File: src/rtl/wb_arb2_if.sv
// Wishbone pipelined bus bundle shared by the arbiter's requester and slave sides.
// The master modport drives the request fields; the slave modport drives the response.
interface if_wb #(
  parameter int AW = 32,
  parameter int DW = 32
);
  logic            cyc;
  logic            stb;
  logic            we;
  logic [DW/8-1:0] sel;
  logic [AW-1:0]   adr;
  logic [DW-1:0]   dat_m;
  logic            ack;
  logic            stall;
  logic [DW-1:0]   dat_s;

  modport master (output cyc, stb, we, sel, adr, dat_m, input ack, stall, dat_s);
  modport slave  (input cyc, stb, we, sel, adr, dat_m, output ack, stall, dat_s);
endinterface

File: src/rtl/wb_arb2.sv
// Two-master, one-slave Wishbone arbiter with round-robin tie break, grant held for a whole
// cycle, outstanding-request tracking, abort detection and saturating per-master ack counters.
module wb_arb2 #(
  parameter int CNTW = 16,
  parameter int OUTW = 4
) (
  input  logic            clk_i,
  input  logic            rst_ni,
  if_wb.slave             m0,
  if_wb.slave             m1,
  if_wb.master            s,
  output logic [1:0]      grant_o,
  output logic            abort_o,
  output logic [CNTW-1:0] cnt0_o,
  output logic [CNTW-1:0] cnt1_o
);

  typedef enum logic [1:0] {IDLE = 2'd0, G0 = 2'd1, G1 = 2'd2} state_t;

  localparam logic [OUTW-1:0] OUT_MAX = '1;
  localparam logic [OUTW-1:0] OUT_ONE = {{(OUTW-1){1'b0}}, 1'b1};
  localparam logic [CNTW-1:0] CNT_MAX = '1;
  localparam logic [CNTW-1:0] CNT_ONE = {{(CNTW-1){1'b0}}, 1'b1};

  state_t          state_reg, state_next;
  logic            last_reg, last_next;
  logic [OUTW-1:0] out_reg, out_next;
  logic            abort_reg, abort_next;
  logic [CNTW-1:0] cnt0_reg, cnt0_next;
  logic [CNTW-1:0] cnt1_reg, cnt1_next;
  logic            g0, g1, accept, ack_ok, drop;

  assign g0 = (state_reg == G0);
  assign g1 = (state_reg == G1);

  always_comb begin
    s.cyc   = 1'b0;
    s.stb   = 1'b0;
    s.we    = 1'b0;
    s.sel   = '0;
    s.adr   = '0;
    s.dat_m = '0;
    if (g0) begin
      s.cyc   = m0.cyc;
      s.stb   = m0.stb;
      s.we    = m0.we;
      s.sel   = m0.sel;
      s.adr   = m0.adr;
      s.dat_m = m0.dat_m;
    end else if (g1) begin
      s.cyc   = m1.cyc;
      s.stb   = m1.stb;
      s.we    = m1.we;
      s.sel   = m1.sel;
      s.adr   = m1.adr;
      s.dat_m = m1.dat_m;
    end
  end

  // An ack only counts when something is owed to the current owner; late acks after an abort die here.
  assign accept = s.cyc & s.stb & ~s.stall;
  assign ack_ok = s.cyc & s.ack & ((out_reg != '0) | accept);
  assign drop   = (g0 & ~m0.cyc) | (g1 & ~m1.cyc);

  assign m0.ack   = g0 & ack_ok;
  assign m0.stall = g0 ? s.stall : 1'b1;
  assign m0.dat_s = g0 ? s.dat_s : '0;
  assign m1.ack   = g1 & ack_ok;
  assign m1.stall = g1 ? s.stall : 1'b1;
  assign m1.dat_s = g1 ? s.dat_s : '0;

  always_comb begin
    state_next = state_reg;
    last_next  = last_reg;
    out_next   = out_reg;
    abort_next = 1'b0;
    cnt0_next  = cnt0_reg;
    cnt1_next  = cnt1_reg;

    case (state_reg)
      IDLE: begin
        if (m0.cyc && (!m1.cyc || last_reg)) begin
          state_next = G0;
          last_next  = 1'b0;
        end else if (m1.cyc) begin
          state_next = G1;
          last_next  = 1'b1;
        end
      end
      G0: begin
        if (!m0.cyc) begin
          if (m1.cyc) begin
            state_next = G1;
            last_next  = 1'b1;
          end else begin
            state_next = IDLE;
          end
        end
      end
      G1: begin
        if (!m1.cyc) begin
          if (m0.cyc) begin
            state_next = G0;
            last_next  = 1'b0;
          end else begin
            state_next = IDLE;
          end
        end
      end
      default: state_next = IDLE;
    endcase

    if (accept && !ack_ok) begin
      if (out_reg != OUT_MAX) out_next = out_reg + OUT_ONE;
    end else if (!accept && ack_ok) begin
      if (out_reg != '0) out_next = out_reg - OUT_ONE;
    end

    if (drop) begin
      abort_next = (out_reg != '0);
      out_next   = '0;
    end

    if (g0 && ack_ok && cnt0_reg != CNT_MAX) cnt0_next = cnt0_reg + CNT_ONE;
    if (g1 && ack_ok && cnt1_reg != CNT_MAX) cnt1_next = cnt1_reg + CNT_ONE;
  end

  always_ff @(posedge clk_i or negedge rst_ni) begin
    if (!rst_ni) begin
      state_reg <= IDLE;
      last_reg  <= 1'b1;
      out_reg   <= '0;
      abort_reg <= 1'b0;
      cnt0_reg  <= '0;
      cnt1_reg  <= '0;
    end else begin
      state_reg <= state_next;
      last_reg  <= last_next;
      out_reg   <= out_next;
      abort_reg <= abort_next;
      cnt0_reg  <= cnt0_next;
      cnt1_reg  <= cnt1_next;
    end
  end

  assign grant_o = {g1, g0};
  assign abort_o = abort_reg;
  assign cnt0_o  = cnt0_reg;
  assign cnt1_o  = cnt1_reg;

endmodule

File: src/flat_wrapper.sv
// flat-port wrapper written by rule: the top's interface ports become plain ports
module wb_arb2_flat 
#(
  parameter int CNTW = 16,
  parameter int OUTW = 4
)
  (clk_i, rst_ni, grant_o, abort_o, cnt0_o, cnt1_o, m0_cyc, m0_stb, m0_we, m0_sel, m0_adr, m0_dat_m, m0_ack, m0_stall, m0_dat_s, m1_cyc, m1_stb, m1_we, m1_sel, m1_adr, m1_dat_m, m1_ack, m1_stall, m1_dat_s, s_cyc, s_stb, s_we, s_sel, s_adr, s_dat_m, s_ack, s_stall, s_dat_s);
  if_wb m0_i ();
  if_wb m1_i ();
  if_wb s_i ();
  input  logic clk_i;
  input  logic rst_ni;
  output logic [1:0] grant_o;
  output logic abort_o;
  output logic [CNTW-1:0] cnt0_o;
  output logic [CNTW-1:0] cnt1_o;
  input wire logic [$bits(m0_i.cyc)-1:0] m0_cyc;
  input wire logic [$bits(m0_i.stb)-1:0] m0_stb;
  input wire logic [$bits(m0_i.we)-1:0] m0_we;
  input wire logic [$bits(m0_i.sel)-1:0] m0_sel;
  input wire logic [$bits(m0_i.adr)-1:0] m0_adr;
  input wire logic [$bits(m0_i.dat_m)-1:0] m0_dat_m;
  output wire logic [$bits(m0_i.ack)-1:0] m0_ack;
  output wire logic [$bits(m0_i.stall)-1:0] m0_stall;
  output wire logic [$bits(m0_i.dat_s)-1:0] m0_dat_s;
  input wire logic [$bits(m1_i.cyc)-1:0] m1_cyc;
  input wire logic [$bits(m1_i.stb)-1:0] m1_stb;
  input wire logic [$bits(m1_i.we)-1:0] m1_we;
  input wire logic [$bits(m1_i.sel)-1:0] m1_sel;
  input wire logic [$bits(m1_i.adr)-1:0] m1_adr;
  input wire logic [$bits(m1_i.dat_m)-1:0] m1_dat_m;
  output wire logic [$bits(m1_i.ack)-1:0] m1_ack;
  output wire logic [$bits(m1_i.stall)-1:0] m1_stall;
  output wire logic [$bits(m1_i.dat_s)-1:0] m1_dat_s;
  output wire logic [$bits(s_i.cyc)-1:0] s_cyc;
  output wire logic [$bits(s_i.stb)-1:0] s_stb;
  output wire logic [$bits(s_i.we)-1:0] s_we;
  output wire logic [$bits(s_i.sel)-1:0] s_sel;
  output wire logic [$bits(s_i.adr)-1:0] s_adr;
  output wire logic [$bits(s_i.dat_m)-1:0] s_dat_m;
  input wire logic [$bits(s_i.ack)-1:0] s_ack;
  input wire logic [$bits(s_i.stall)-1:0] s_stall;
  input wire logic [$bits(s_i.dat_s)-1:0] s_dat_s;
  assign m0_i.cyc = m0_cyc;
  assign m0_i.stb = m0_stb;
  assign m0_i.we = m0_we;
  assign m0_i.sel = m0_sel;
  assign m0_i.adr = m0_adr;
  assign m0_i.dat_m = m0_dat_m;
  assign m0_ack = m0_i.ack;
  assign m0_stall = m0_i.stall;
  assign m0_dat_s = m0_i.dat_s;
  assign m1_i.cyc = m1_cyc;
  assign m1_i.stb = m1_stb;
  assign m1_i.we = m1_we;
  assign m1_i.sel = m1_sel;
  assign m1_i.adr = m1_adr;
  assign m1_i.dat_m = m1_dat_m;
  assign m1_ack = m1_i.ack;
  assign m1_stall = m1_i.stall;
  assign m1_dat_s = m1_i.dat_s;
  assign s_cyc = s_i.cyc;
  assign s_stb = s_i.stb;
  assign s_we = s_i.we;
  assign s_sel = s_i.sel;
  assign s_adr = s_i.adr;
  assign s_dat_m = s_i.dat_m;
  assign s_i.ack = s_ack;
  assign s_i.stall = s_stall;
  assign s_i.dat_s = s_dat_s;
  wb_arb2 #(.CNTW(CNTW), .OUTW(OUTW)) u_core (.clk_i(clk_i), .rst_ni(rst_ni), .m0(m0_i), .m1(m1_i), .s(s_i), .grant_o(grant_o), .abort_o(abort_o), .cnt0_o(cnt0_o), .cnt1_o(cnt1_o));
endmodule
File: config.mk
export PLATFORM = sky130hd
export DESIGN_NAME = wb_arb2_flat
export DESIGN_NICKNAME = d
export VERILOG_FILES = /design/src/rtl/wb_arb2_if.sv /design/src/rtl/wb_arb2.sv /design/src/flat_wrapper.sv
export SDC_FILE = /design/constraint.sdc
export NUM_CORES = 1
export LEC_CHECK = 0
export CORE_AREA = 2 2 138 140
export DETAILED_ROUTE_END_ITERATION = 6
export DIE_AREA = 0 0 140 142
export GPL_TIMING_DRIVEN = 0
export PLACE_DENSITY = 0.6
export SLEW_MARGIN = 5
export SYNTH_ARGS = -nofsm -noshare
export SYNTH_HDL_FRONTEND = slang
export SYNTH_SLANG_ARGS = --single-unit
File: constraint.sdc
create_clock -name clk_i -period 2 [get_ports clk_i]
set_input_delay 0.4 -clock clk_i [delete_from_list [all_inputs] [get_ports clk_i]]
set_output_delay 0.4 -clock clk_i [all_outputs]
set_load 0.01 [all_outputs]
**After elaboration in Yosys (flattened, before gate mapping)**

Cells that the tools add are included.

- Reductions and logical operators: 19
- Equality and inequality tests: 10
- Bitwise logic cells: 13
- Add/subtract/negate cells: 4
- Multiplexer cells: 35

Operators by type and width:

| operator | number |
|---|---|
| $mux 32 | 6 |
| $add 16x1->16 const B | 2 |
| $ne 16x16->1 const B | 2 |
| $mux 4 | 7 |
| $mux 1 | 15 |
| $mux 2 | 5 |
| $reduce_bool 3->1 | 3 |
| $and 1x1->1 | 8 |
| $logic_and 1x1->1 | 7 |
| $ne 2x2->1 const B | 3 |
| $ne 3x2->1 const B | 2 |
| $pmux 2 s3 | 1 |
| $reduce_and 3->1 | 2 |
| $add 4x1->4 const B | 1 |
| $ne 4x4->1 const B | 1 |
| $reduce_and 4->1 | 1 |
| $reduce_bool 4->1 | 1 |
| $sub 4x1->4 const B | 1 |
| $logic_not 1->1 | 3 |
| $not 1->1 | 3 |
| $pmux 1 s3 | 1 |
| $eq 2x1->1 const B | 1 |
| $eq 2x2->1 const B | 1 |
| $logic_not 2->1 | 1 |
| 2 further kinds | 3 |

- Input port bits: 178
- Output and inout port bits: 174
- Bits in registers: 40

**Longest topological paths before layout**

- Depth after elaboration: 11
- Gate-level depth with buffers: 10
- Mapped depth without buffers: 10

**Worst setup path after synthesis**

No wires, ideal clock.

- Path kind: reg2out
- Start: reg u_core.state_reg[0]
- End: out s_adr[10]
- Buffers on the path: 2
- Cell stages (with the launch flop): 8
- Data required time: 1.600 ns
- Data arrival time: 1.806 ns
- Setup slack: -0.206 ns
- Cell sequence: dfrtp_1 > inv_1 > ha_1 > buf_2 > inv_1 > nor2_1 > clkbuf_1 > a22o_1

- Longest elaborated chain between the ends: 3
- Elaborated cells between the ends (all ways): 4
- Classes of those cells: eq/ne: 2; mux: 2

Ends and longest elaborated chain:

| what | line | text |
|---|---|---|
| from (decl) | wb_arb2.sv:25 | `state_t state_reg, state_next;` |
| from (signal assigned) | wb_arb2.sv:137 | `state_reg <= state_next;` |
| $eq 2x2->1 | wb_arb2.sv:34 | `assign g1 = (state_reg == G1);` |
| named net u_core.g1 | wb_arb2.sv:31 | `logic g0, g1, accept, ack_ok, drop;` |
| $mux 32 | wb_arb2.sv:50 | `end else if (g1) begin` |
| $mux 32 | wb_arb2.sv:43 | `if (g0) begin` |
| to (decl) | flat_wrapper.sv:39 | `output wire logic [$bits(s_i.adr)-1:0] s_adr;` |

The timed path passes the listed nets, and every way through them passes these cells.

**Worst setup path after layout**

- Start: reg u_core.state_reg[0]
- End: out s_adr[19]

The elaborated chain is that of the path after synthesis.

==> run summary <==
POWER AND IR DROP
----------------------------------------------------------------------------------------
Net switching power of the design                                              0.00321 W
P_leak                                                                           3.95 nW
Power density cells                                                          967 nW/um^2
IR drop worst, VDD                                                              0.395 mV
Combinational power share                                                          0.758
Internal power                                                                 0.00518 W
Part of the power in registers                                                     0.126
Clk network pwr share                                                              0.116
Power after layout                                                             0.00838 W
Net switching fraction of the power                                                0.382

PLACEMENT
----------------------------------------------------------------------------------------
Final weighted congestion in routability-driven placement                          0.857
Hpwl dp                                                                          15.6 mm
Input/output buffers                                                                 351
Dpl cell area                                                                 7310 sq um

SYNTH
----------------------------------------------------------------------------------------
Fraction of registers with async set or reset after synthesis                       1.00
Netlist area before placement                                                 3440 sq um
Post-synthesis cell type with the largest combined area                          dfrtp_1
Distinct cell type count after synthesis                                              56
Sequential share of the synthesized area                                           0.292
Post-synthesis instance total                                                        380
Leading post-synthesis cells by cell area                                   dfrtp_1 28%, a22o_1 18%, and2_1 12%
Post-Syn Area per Cell                                                        9.04 sq um
Mapped Nets                                                                          566
Most common flop cell mapped by yosys                                            dfrtp_1
Count of yosys warnings during synthesis                                               0
Dominant cell by count in the synthesized netlist                                 a22o_1
Area share of the leading cell type in the synthesized netlist                     0.284
Synthesis-stage register bit count                                                    40
Leading cell types by count after synthesis                                 71 x a22o_1, 66 x and2_1, 39 x dfrtp_1, 23 x xor2_1, 21 x clkbuf_1
Number of synthesized flops with an enable pin                                         0

FLOORPLANNING
----------------------------------------------------------------------------------------
Core Region                                                                  18500 sq um
Horizontal die dimension                                                     140 microns
Die extent in y                                                              142 microns
Number of ports placed on the die boundary                                           352
Starting utilization of the core area                                              0.186
Die area                                                                     19900 sq um
Site Rows                                                                             50

WORST SETUP PATH
----------------------------------------------------------------------------------------
Endpoint required time on the critical path                                      1600 ps
Timing startpoint of the critical path                                      u_core.state_reg[0]
Reg2reg start                                                               u_core.state_reg[0]
R2r setup slk                                                                    -350 ps
CP Launch Type                                                                      flop
Worst-path fanout max                                                                  8
Category of the most critical setup path                                         reg2out
Slowest cell delay on critical path                                               470 ps
Highest-delay cell along the critical path                                       dfrtp_2
Endpoint class of the critical path                                           output pin
Sequence of cells on the critical path                                      inv_4 -> ha_4 -> buf_6 -> inv_6 -> nor2_4 -> buf_6 -> buf_12 -> clkbuf_8 -> a22o_1 -> buf_2
Worst Path Arrival                                                               1980 ps
Cell seen most often among critical-path stages                                    buf_6

DETAILED ROUTING
----------------------------------------------------------------------------------------
Number of antenna-violating nets in the routed design                                  0
Residual DRC                                                                          10
Detailed-route via count                                                            4638
Avg WL per Cell                                                             19.3 microns
Aggregate routed wire length                                                     19.9 mm
Number of search-and-repair iterations in the first detailed-routing pass              6
Vias per Instance                                                                   4.50
Count of routing violations after the opening detailed-route iteration               141

CTS
----------------------------------------------------------------------------------------
Clock root buffer                                                              clkbuf_16
TritonCTS clock tree                                                               built
Buffer levels on the longest clock path                                                2
Number of buffers inserted during clock tree synthesis                                 5
Clk pin slew, worst setup/hold paths                                               60 ps
H-tree depth reported by CTS                                                           2
Worst skew pair latency                                                           280 ps
Clock Sink Count                                                                      40

GLOBAL ROUTE
----------------------------------------------------------------------------------------
Wire length of the first global-routing pass                                     29.0 mm
Congestion Overflow GR                                                                 0
Number of antenna violations at the first check in global routing                      2
GRT Resource Usage Total                                                           0.188
Pin count of the biggest net entering global routing                                  34
Number of global-route vias before repair                                           4770

RUN
----------------------------------------------------------------------------------------
Max-capacitance violation count                                                        0

FINAL LAYOUT
----------------------------------------------------------------------------------------
Fraction of final layout cells with drive strength greater than 1                  0.403
Layout area overhead                                                                152%
Nets                                                                                 981
Post-route standard cell area excluding fillers                               8670 sq um
Antenna diodes                                                                         0

STA
----------------------------------------------------------------------------------------
Max-slew headroom                                                                  0.664
Highest attainable clock frequency                                             0.420 GHz
Share of the cycle needed by the critical path after routing                        1.19
Crit path setup slack, layout                                                    -379 ps
Setup Skew                                                                       3.20 ps
Final setup viols                                                                    152
Final period demand of the worst path                                            2380 ps
RSZ-0062 raised after global routing                                                true
Pins Over Slew Limit                                                                   0
Slew at the pin closest to its max-slew limit                                     502 ps
Fin. Hold Viols                                                                        0

OUTCOME
----------------------------------------------------------------------------------------
Violations in the final reports                                             design-rule violations, negative setup slack
Outcome                                                                     complete, but fails checks

WORST HOLD PATH
----------------------------------------------------------------------------------------
Hold crit path type                                                             in2async

==> cells by family after synthesis <==
family | Yosys count | synth area share
muxes | 7 | 0.0218
buffers and inverters | 38 | 0.0510
DFF | 40 | 0.292
adders and majority gates | 8 | 0.0291
xor gates and xnor gates | 31 | 0.0790
AOI/OAI and AO/OA | 91 | 0.223
and+or+nand+nor | 165 | 0.304
==> stage by stage <==
step | util | instances | hold WS, ps | setup TNS, ps | worst slack, ps
floorplan | - | 380 | 104 | -135 | -135
global placement | 0.395 | 965 | 480 | -155030 | -1150
detailed placement | 0.396 | 966 | 267 | -132430 | -1130
CTS | 0.456 | 1025 | 489 | -31820 | -406
global route | 0.470 | 1030 | 516 | -43890 | -495
finish | 0.470 | 1030 | 498 | -33730 | -379
==> metal layers <==
layer  part of all wire  up-vias  GRT usage
met5            0.00060        -          0
li1                   -     2224          -
met3              0.070       20     0.0501
met4              0.019        2     0.0415
met2               0.51      158      0.337
met1               0.40     2234      0.226
==> repair_timing <==
item / in CTS / in global routing
pin swaps: 21 / 16
endpoints found under the setup margin: 171 / 167
endpoints found under the hold margin: 7 / 0
hold buffers: 1 / 0
gates cloned: 7 / 0
buffers inserted: 44 / 8
gates resized for setup: 745 / 67
==> worst paths after layout <==
check / end / cells past startpoint
max: s_adr[19] / 10
max in group asynchronous: u_core.last_reg / 3
min in group clk_i: u_core.cnt0_o[11] / 1
min: u_core.cnt0_o[0] / 2
min reg2reg: u_core.cnt0_o[11] / 1
max reg2reg: u_core.out_reg[2] / 11
==> layout make-up <==
type | instances | area, sq um
tap | 234 | 293
inverter | 9 | 41.3
sequential | 40 | 1000
buffer | 28 | 444
multi-input combinational | 302 | 2760
clock inverter | 1 | 30.0
clock buffer | 7 | 153
fill | 1739 | 9790
timing repair buffer | 409 | 3940
==> critical path: cells and delay by family, from the launching register on <==
| family | cells | cell delay, ps |
|---|---|---|
| buffers and inverters | 7 | 850 |
| flip-flops | 1 | 470 |
| AO/OA/AOI/OAI | 1 | 150 |
| adder cells (fa/ha/maj) | 1 | 130 |
| AND/OR/NAND/NOR | 1 | 100 |
==> cell usage in the layout, fill, tap and decap left out, drive strengths merged, types with 2 or more instances in the layout <==
master,synthesis,routed
o21ai,5,5
and3,4,4
xor2,23,23
clkbuf,22,36
or3,2,2
clkdlybuf4s50,0,208
dlygate4sd2,0,9
mux2,4,4
inv,9,9
clkdlybuf4s15,0,10
nand3b,2,2
mux2i,3,3
nor3b,2,2
nor2,17,17
a221oi,2,2
and4,5,5
nand4,8,8
and2,66,66
buf,7,180
dfrtp,39,39
ha,8,8
a21oi,6,6
nor4,6,6
or4,2,2
xnor2,8,8
nor3,10,10
nand2,15,15
nand3,15,15
a22o,71,71
nand2b,4,4
==> power by group through the flow <==
stage          sequential, W  clock (W)  combinational (W)
2_1_floorplan        0.00104          0            0.00222
3_3_place_gp         0.00105          0            0.00509
3_5_place_dp         0.00105          0            0.00511
4_1_cts              0.00105   0.000993            0.00621
5_1_grt              0.00107    0.00103            0.00673
6_report             0.00106   0.000975            0.00635
Power figures use the tool's default switching activity.
